$ cat src/rtl/urv_timer_irq_if.sv
// Register-port bundle between a bus master and the timer-compare unit.
// Field names match the unit's register-port signals so traces read directly.
interface urv_timer_irq_if;
    logic [2:0]  addr_i;
    logic [31:0] wdata_i;
    logic        we_i;
    logic        re_i;
    logic [31:0] rdata_o;
    logic        rvalid_o;

    modport master (
        output addr_i,
        output wdata_i,
        output we_i,
        output re_i,
        input  rdata_o,
        input  rvalid_o
    );

    modport slave (
        input  addr_i,
        input  wdata_i,
        input  we_i,
        input  re_i,
        output rdata_o,
        output rvalid_o
    );
endinterface

$ cat src/rtl/urv_timer_irq.sv
// Timer-compare interrupt unit: 64-bit compare against csr_time with one-shot or
// periodic reload, plus a tear-free 64-bit time read over a 32-bit register port.
module urv_timer_irq #(
    parameter logic [63:0] g_reset_cmp = 64'hFFFF_FFFF_FFFF_FFFF
) (
    input  logic              clk_i,
    input  logic              rst_n_i,
    input  logic [63:0]       csr_time_i,
    urv_timer_irq_if.slave    bus,
    output logic              irq_o
);

    localparam logic [2:0] ADDR_TIME_LO = 3'd0;
    localparam logic [2:0] ADDR_TIME_HI = 3'd1;
    localparam logic [2:0] ADDR_CMP_LO  = 3'd2;
    localparam logic [2:0] ADDR_CMP_HI  = 3'd3;
    localparam logic [2:0] ADDR_PERIOD  = 3'd4;
    localparam logic [2:0] ADDR_CTRL    = 3'd5;

    typedef enum logic {
        ST_IDLE  = 1'b0,
        ST_ARMED = 1'b1
    } state_t;

    state_t      state_q, state_d;
    logic        periodic_q, periodic_d;
    logic        pending_q, pending_d;
    logic [63:0] cmp_q, cmp_d;
    logic [31:0] cmp_lo_stage_q, cmp_lo_stage_d;
    logic [31:0] period_q, period_d;
    logic [31:0] time_hi_shadow_q, time_hi_shadow_d;
    logic [31:0] rdata_q, rdata_d;
    logic        rvalid_q, rvalid_d;

    logic        hit_raw;
    logic        wr_blocks_hit;
    logic        hit;
    logic [31:0] rd_mux;

    always_comb begin
        state_d          = state_q;
        periodic_d       = periodic_q;
        pending_d        = pending_q;
        cmp_d            = cmp_q;
        cmp_lo_stage_d   = cmp_lo_stage_q;
        period_d         = period_q;
        time_hi_shadow_d = time_hi_shadow_q;
        rdata_d          = rdata_q;
        rvalid_d         = bus.re_i;

        hit_raw = (state_q == ST_ARMED) && (csr_time_i >= cmp_q);
        // Writes that change what the compare depends on take precedence over a hit.
        wr_blocks_hit = bus.we_i && ((bus.addr_i == ADDR_CMP_HI) ||
                                     (bus.addr_i == ADDR_PERIOD) ||
                                     (bus.addr_i == ADDR_CTRL));
        hit = hit_raw && !wr_blocks_hit;

        case (state_q)
            ST_IDLE: begin
            end
            ST_ARMED: begin
                if (hit) begin
                    pending_d = 1'b1;
                    if (periodic_q) begin
                        cmp_d = cmp_q + {32'd0, period_q};
                    end else begin
                        state_d = ST_IDLE;
                    end
                end
            end
            default: state_d = ST_IDLE;
        endcase

        rd_mux = 32'd0;
        case (bus.addr_i)
            ADDR_TIME_LO: rd_mux = csr_time_i[31:0];
            ADDR_TIME_HI: rd_mux = time_hi_shadow_q;
            ADDR_CMP_LO:  rd_mux = cmp_q[31:0];
            ADDR_CMP_HI:  rd_mux = cmp_q[63:32];
            ADDR_PERIOD:  rd_mux = period_q;
            ADDR_CTRL:    rd_mux = {29'd0, pending_q, periodic_q, (state_q == ST_ARMED)};
            default:      rd_mux = 32'd0;
        endcase

        if (bus.re_i) begin
            rdata_d = rd_mux;
            if (bus.addr_i == ADDR_TIME_LO) begin
                time_hi_shadow_d = csr_time_i[63:32];
            end
        end

        if (bus.we_i) begin
            case (bus.addr_i)
                ADDR_CMP_LO: cmp_lo_stage_d = bus.wdata_i;
                ADDR_CMP_HI: begin
                    cmp_d     = {bus.wdata_i, cmp_lo_stage_q};
                    pending_d = 1'b0;
                end
                ADDR_PERIOD: period_d = bus.wdata_i;
                ADDR_CTRL: begin
                    state_d    = state_t'(bus.wdata_i[0]);
                    periodic_d = bus.wdata_i[1];
                    // A simultaneous match keeps pending set against the W1C.
                    if (bus.wdata_i[2]) begin
                        pending_d = hit_raw;
                    end
                end
                default: begin
                end
            endcase
        end
    end

    always_ff @(posedge clk_i or negedge rst_n_i) begin
        if (!rst_n_i) begin
            state_q          <= ST_IDLE;
            periodic_q       <= 1'b0;
            pending_q        <= 1'b0;
            cmp_q            <= g_reset_cmp;
            cmp_lo_stage_q   <= 32'd0;
            period_q         <= 32'd0;
            time_hi_shadow_q <= 32'd0;
            rdata_q          <= 32'd0;
            rvalid_q         <= 1'b0;
        end else begin
            state_q          <= state_d;
            periodic_q       <= periodic_d;
            pending_q        <= pending_d;
            cmp_q            <= cmp_d;
            cmp_lo_stage_q   <= cmp_lo_stage_d;
            period_q         <= period_d;
            time_hi_shadow_q <= time_hi_shadow_d;
            rdata_q          <= rdata_d;
            rvalid_q         <= rvalid_d;
        end
    end

    assign bus.rdata_o  = rdata_q;
    assign bus.rvalid_o = rvalid_q;
    assign irq_o        = pending_q;

endmodule

$ cat src/flat_wrapper.sv
// flat-port wrapper written by rule: the top's interface ports become plain ports
module urv_timer_irq_flat 
#(
    parameter logic [63:0] g_reset_cmp = 64'hFFFF_FFFF_FFFF_FFFF
)
  (clk_i, rst_n_i, csr_time_i, irq_o, bus_addr_i, bus_wdata_i, bus_we_i, bus_re_i, bus_rdata_o, bus_rvalid_o);
  urv_timer_irq_if bus_i ();
  input  logic clk_i;
  input  logic rst_n_i;
  input  logic [63:0] csr_time_i;
  output logic irq_o;
  input wire logic [$bits(bus_i.addr_i)-1:0] bus_addr_i;
  input wire logic [$bits(bus_i.wdata_i)-1:0] bus_wdata_i;
  input wire logic [$bits(bus_i.we_i)-1:0] bus_we_i;
  input wire logic [$bits(bus_i.re_i)-1:0] bus_re_i;
  output wire logic [$bits(bus_i.rdata_o)-1:0] bus_rdata_o;
  output wire logic [$bits(bus_i.rvalid_o)-1:0] bus_rvalid_o;
  assign bus_i.addr_i = bus_addr_i;
  assign bus_i.wdata_i = bus_wdata_i;
  assign bus_i.we_i = bus_we_i;
  assign bus_i.re_i = bus_re_i;
  assign bus_rdata_o = bus_i.rdata_o;
  assign bus_rvalid_o = bus_i.rvalid_o;
  urv_timer_irq #(.g_reset_cmp(g_reset_cmp)) u_core (.clk_i(clk_i), .rst_n_i(rst_n_i), .csr_time_i(csr_time_i), .bus(bus_i), .irq_o(irq_o));
endmodule
$ cat config.mk
export PLATFORM = sky130hd
export DESIGN_NAME = urv_timer_irq_flat
export DESIGN_NICKNAME = d
export VERILOG_FILES = /design/src/rtl/urv_timer_irq_if.sv /design/src/rtl/urv_timer_irq.sv /design/src/flat_wrapper.sv
export SDC_FILE = /design/constraint.sdc
export NUM_CORES = 1
export LEC_CHECK = 0
export BUFFER_PORTS_ARGS = -buffer_cell sky130_fd_sc_hd__buf_2
export CAP_MARGIN = 10
export CORE_ASPECT_RATIO = 0.9
export CORE_MARGIN = 5
export CORE_UTILIZATION = 45
export DETAILED_ROUTE_END_ITERATION = 16
export GPL_ROUTABILITY_DRIVEN = 0
export HOLD_SLACK_MARGIN = 0.08
export PLACE_DENSITY_LB_ADDON = 0.08
export SETUP_SLACK_MARGIN = 0.3
export SYNTH_ARGS = -nofsm -noshare
export SYNTH_HDL_FRONTEND = slang
export SYNTH_SLANG_ARGS = --single-unit
$ cat constraint.sdc
create_clock -name clk_i -period 4.9 [get_ports clk_i]
set_input_delay 0.49 -clock clk_i [delete_from_list [all_inputs] [get_ports clk_i]]
set_output_delay 0.49 -clock clk_i [all_outputs]
set_load 0.1 [all_outputs]
* Yosys cells after proc, flatten, opt, wreduce, memory -nomap -nowiden
Cells that the tools add are included.
** Storage, ports and cells
- Register bits :: 196
- Input bits :: 103
- Output and inout bits :: 34
- Logic and storage cells :: 43
** Cells by class
- Add/subtract/negate cells :: 1
- $lt $le $gt $ge :: 1
- Equal/unequal tests :: 5
- Muxes and demuxes :: 16
- Reductions and logical operators :: 11
** Operator list (number)
- $mux W64 :: 5
- $pmux W32 S6 :: 1
- $add A64 B32 Y64 :: 1
- $ge A64 B64 Y1 :: 1
- $mux W1 :: 9
- $reduce_and A2 Y1 :: 4
- $eq A3 B2 Y1 const B :: 2
- $eq A3 B3 Y1 const B :: 2
- $eq A3 B1 Y1 const B :: 1
- $logic_and A1 B1 Y1 :: 3
- $logic_not A3 Y1 :: 1
- $logic_or A1 B1 Y1 :: 2
- $pmux W1 S2 :: 1
- $logic_not A1 Y1 :: 1

* Depth between registers and ports, before layout
- Depth in word-level cells :: 11
- Mapped depth :: 12
- Mapped depth without buffers :: 12

* Worst setup path before layout
No wires, ideal clock.
- Path kind :: reg2reg
- Start point :: register u_core.cmp_q[0]
- End point :: register u_core.cmp_q[56]
- Setup time :: 0.077 ns
- Arrival :: 3.140 ns
- Data required time :: 4.823 ns
- Setup slack :: 1.683 ns
- Stages on the path, launching flop included :: 13
- Clock period less this slack :: 3.217 ns
- Cell sequence :: dfstp_2 -> ha_1 -> inv_1 -> fa_1 -> nor2b_1 -> o31a_1 -> o31ai_1 -> a31o_1 -> a2111o_1 -> a21boi_4 -> nand3_2 -> or3_1 -> a31oi_1
** On the way
- Word-level cells in the longest chain between the ends :: 7
- Elaborated cells between the ends (all ways) :: 9
- Those cells by class :: add/sub: 1; order compare: 1; mux: 5; reduce/logical: 2
** RTL lines
- from (decl) :: line urv_timer_irq.sv:28 : logic [63:0] cmp_q, cmp_d;
- from (signal assigned) :: line urv_timer_irq.sv:119 : cmp_q <= g_reset_cmp;
- from (signal assigned) :: line urv_timer_irq.sv:129 : cmp_q <= cmp_d;
- $ge A64 B64 Y1 :: line urv_timer_irq.sv:51 : hit_raw = (state_q == ST_ARMED) && (csr_time_i >= cmp_q);
- $logic_and A1 B1 Y1 :: line urv_timer_irq.sv:51
- $logic_and A1 B1 Y1 :: line urv_timer_irq.sv:56 : hit = hit_raw && !wr_blocks_hit;
- $mux W64 (*) :: line urv_timer_irq.sv:62 : if (hit) begin
- $mux W64 (*) :: line urv_timer_irq.sv:58 : case (state_q)
- $mux W64 :: line urv_timer_irq.sv:93 : case (bus.addr_i)
- $mux W64 (*) :: line urv_timer_irq.sv:92 : if (bus.we_i) begin
- net u_core.cmp_d[56] :: line urv_timer_irq.sv:28
Mark *: on every way through the listed nets, which the timed path passes. The rest lies on a longest branch.
A chain may end at the register's enable or synchronous reset.

* Worst setup path in the final report
- Start point :: register u_core.cmp_q[54]
- End point :: register u_core.cmp_q[17]
** On the way
- Word-level cells in the longest chain between the ends :: 7
** RTL lines (line)
- $ge A64 B64 Y1 (*) :: urv_timer_irq.sv:51
- $logic_and A1 B1 Y1 (*) :: urv_timer_irq.sv:51
- $logic_and A1 B1 Y1 (*) :: urv_timer_irq.sv:56
- $mux W64 (*) :: urv_timer_irq.sv:62
- $mux W64 (*) :: urv_timer_irq.sv:58
- $mux W64 :: urv_timer_irq.sv:93
- $mux W64 (*) :: urv_timer_irq.sv:92
- net u_core.cmp_d[17] :: urv_timer_irq.sv:28
Marked as above.

==> results.cfg <==
[outcome]
outcome = finished, final reports clean

[synthesis]
yosys_register_bits = 196
netlist_area_mm2 = 0.0127
synthTopCellsByArea = dfrtp_1 26%, dfstp_2 13%, ha_1 9.5%
yosys.area.top_type = dfrtp_1
syn_nets = 1527
yosysTopAreaCellShare_pct = 26.1
yosys_warnings = 0
async_reset_ff_share_pct = 100
syn_inst = 1327
synth_cell_types = 64
ys.flop_type = dfrtp_1
avgSynthCellArea_um2 = 9.55
ys_seq_area_share_pct = 39.3
synth_edf_count = 0

[floorplanning]
die_h_um = 169
io_pins = 137
core-area_mm2 = 0.0279
rows = 58
die_w_um = 187
initial_utilization_pct = 45.5
dieArea_mm2 = 0.0316

[power_and_ir_drop]
powerDensity_mw_per_mm2 = 517
power_frac_clock_pct = 20.4
p_int_uw = 4330
sw_frac_of_total_pct = 41.7
comb_power_share_pct = 45.6
p_leak_uw = 0.00639
ir_worst_vdd_mv = 0.295
switching_power_uw = 3100
power_frac_seq_pct = 34.0

[layout]
drive_gt1_share_pct = 26.2
syn_to_final_growth_pct = 13.4
regArea_mm2 = 0.00498
layout_commonest_cell = nand2_1
final_area_mm2 = 0.0144
fillers = 2648
nets = 1636
final_cell_mix = 147 x nand2_1, 135 x buf_2, 132 x dfrtp_1, 101 x mux2_2, 97 x a21oi_1
antenna_cells = 0
multiInputGateArea_mm2 = 0.00713
layoutNonFillerInstCount = 1809

[setup_path]
path_cells = inv_1 -> ha_1 -> nand4_1 -> nor4_1 -> o311ai_0 -> a21boi_4 -> buf_4 -> o21ai_0 -> a31oi_1
worstPathRequired_ns = 5.24
arrival_ns = 4.50
max_stage_delay_ns = 0.83
critPathLaunchType = flip-flop
cp_max_fo = 26
crit_slowest_cell = a21boi_4
path_class = reg -> reg
cp-end-kind = flip-flop

[min_path]
hold_path.class = in -> async

[clocking]
cts-root-buf = clkbuf_16
cts-buffers-inserted = 17
cts_buffer_depth = 2
post_cts_buffers = 0
htree_levels = 4
cts_tree = built
cts.sinks = 196
clkTransAtPathRegs_ns = 0.07
cts-resized-gates = 0
clk_latency_ns = 0.44
postCtsHoldBufs = 0

[grt]
antenna_found_initial = 1
gr-total-overflow = 0
grt_use_total_pct = 27.6
grt_max_degree = 100
grt_pass1_wl_um = 67400
grt_pass1_vias = 11000

[placed_design]
port_buffers = 136
dpl_cell_area_mm2 = 0.0137
dp_hpwl_um = 31200
dp.cells = 1777

[route]
route.vias.total = 11000
wl_um = 43600
drt-wirelength-per-cell_um = 24.1
post-route-drc-count = 0
first_pass_iters = 5
drt_iter0_markers = 1049
via_per_inst = 6.09
postRouteAntennaNets = 0

[sta]
grt_setup_unrepaired = false
max_freq_mhz = 240
finClkSkew_ns = 0.0137
holdWs_ns = 0.143
hold_viol_final = 0
slew_headroom_pct = 22.3
min_period_over_period_pct = 84.9
fin_crit_ns = 4.16
tightest_slew_ns = 1.16
maxSlewViolCount = 0
tns_ns = 0
setup_viol = 0

[job]
max-cap-violations = 0
[synth_stat cells, types with 33 or more instances]
cell,number
nand2_1,147
dfrtp_1,132
mux2_2,101
a21oi_1,97
ha_1,96
inv_1,88
o21ai_0,71
dfstp_2,64
nor2_1,62
clkbuf_1,52
xnor2_1,37
nand3_1,35
a22oi_1,33
[final timing paths]
check / start / to / slack (ns) / cells after the start
setup / recovery: u_core.cmp_q[54] / u_core.cmp_q[17] / 0.74 / 9
hold / removal: rst_n_i / u_core.bus.rdata_o[7] / 0.14 / 1
setup reg to reg: u_core.cmp_q[54] / u_core.cmp_q[17] / 0.74 / 9
hold reg to reg: u_core.bus.rdata_o[0] / u_core.bus.rdata_o[0] / 0.47 / 1
max in group asynchronous: rst_n_i / u_core.cmp_q[11] / 3.69 / 2
min in group clk_i: bus_wdata_i[28] / u_core.cmp_q[60] / 0.29 / 3
[routing by layer]
metal  vias up  share of wire, %  global-route usage (%)
met4         2               2.2                    7.59
met2       489                43                    40.7
li1       5047                 -                       -
met1      5408                47                    41.2
met5         -             0.030                       0
met3        69               7.8                    6.23
[registers in the layout, indices dropped and copies added (netlist names)]
name / flops
u_core.bus.rvalid_o: 1
u_core.state_q: 1
u_core.cmp_lo_stage_q: 32
u_core.time_hi_shadow_q: 32
u_core.bus.rdata_o: 32
u_core.periodic_q: 1
u_core.cmp_q: 64
u_core.period_q: 32
u_core.irq_o: 1
[worst max-delay path, delay by kind of cell, from the launching register on]
family	cells	cell delay, ns
AO/OA/AOI/OAI	4	1.78
flip-flops	1	0.61
buffers and inverters	2	0.46
adder cells (fa/ha/maj)	1	0.32
AND/OR/NAND/NOR	2	0.88
[per-stage QoR]
stage / total power (µW) / util (%) / setup WS, ns
5_1_grt: 7920 / 51.6 / 0.560
6_report: 7420 / 51.6 / 0.740
3_3_place_gp: 5830 / 49.3 / 0.966
2_1_floorplan: 4920 / - / 1.68
4_1_cts: 7390 / 51.6 / 0.915
3_5_place_dp: 5850 / 49.3 / 0.930
[cells by family (layout without fill, tap and decap cells)]
family,after synthesis,in the layout,share of synthesized area [%]
mux,125,125,12.3
flops,196,196,39.3
buf+inv,155,277,4.61
xor+xnor,46,46,3.18
simple gates,353,353,13.2
fa+ha+maj,97,97,9.64
compound gates,355,355,17.7
[final cells by class]
class	instances	area share, %
clock buffers	24	3.42
clock inverters	8	0.871
inverters	89	2.33
multi-input cells	976	49.6
flip-flops and latches	196	34.7
well taps	360	3.14
repair buffers	156	5.93
[power groups by stage]
stage | registers, µW | logic [µW] | clock network (µW)
floorplan | 2720 | 2200 | 0
global placement | 2530 | 3300 | 0
detailed placement | 2530 | 3320 | 0
CTS | 2510 | 3350 | 1540
global route | 2570 | 3750 | 1600
finish | 2520 | 3390 | 1520
(Power assumes the default switching activity.)
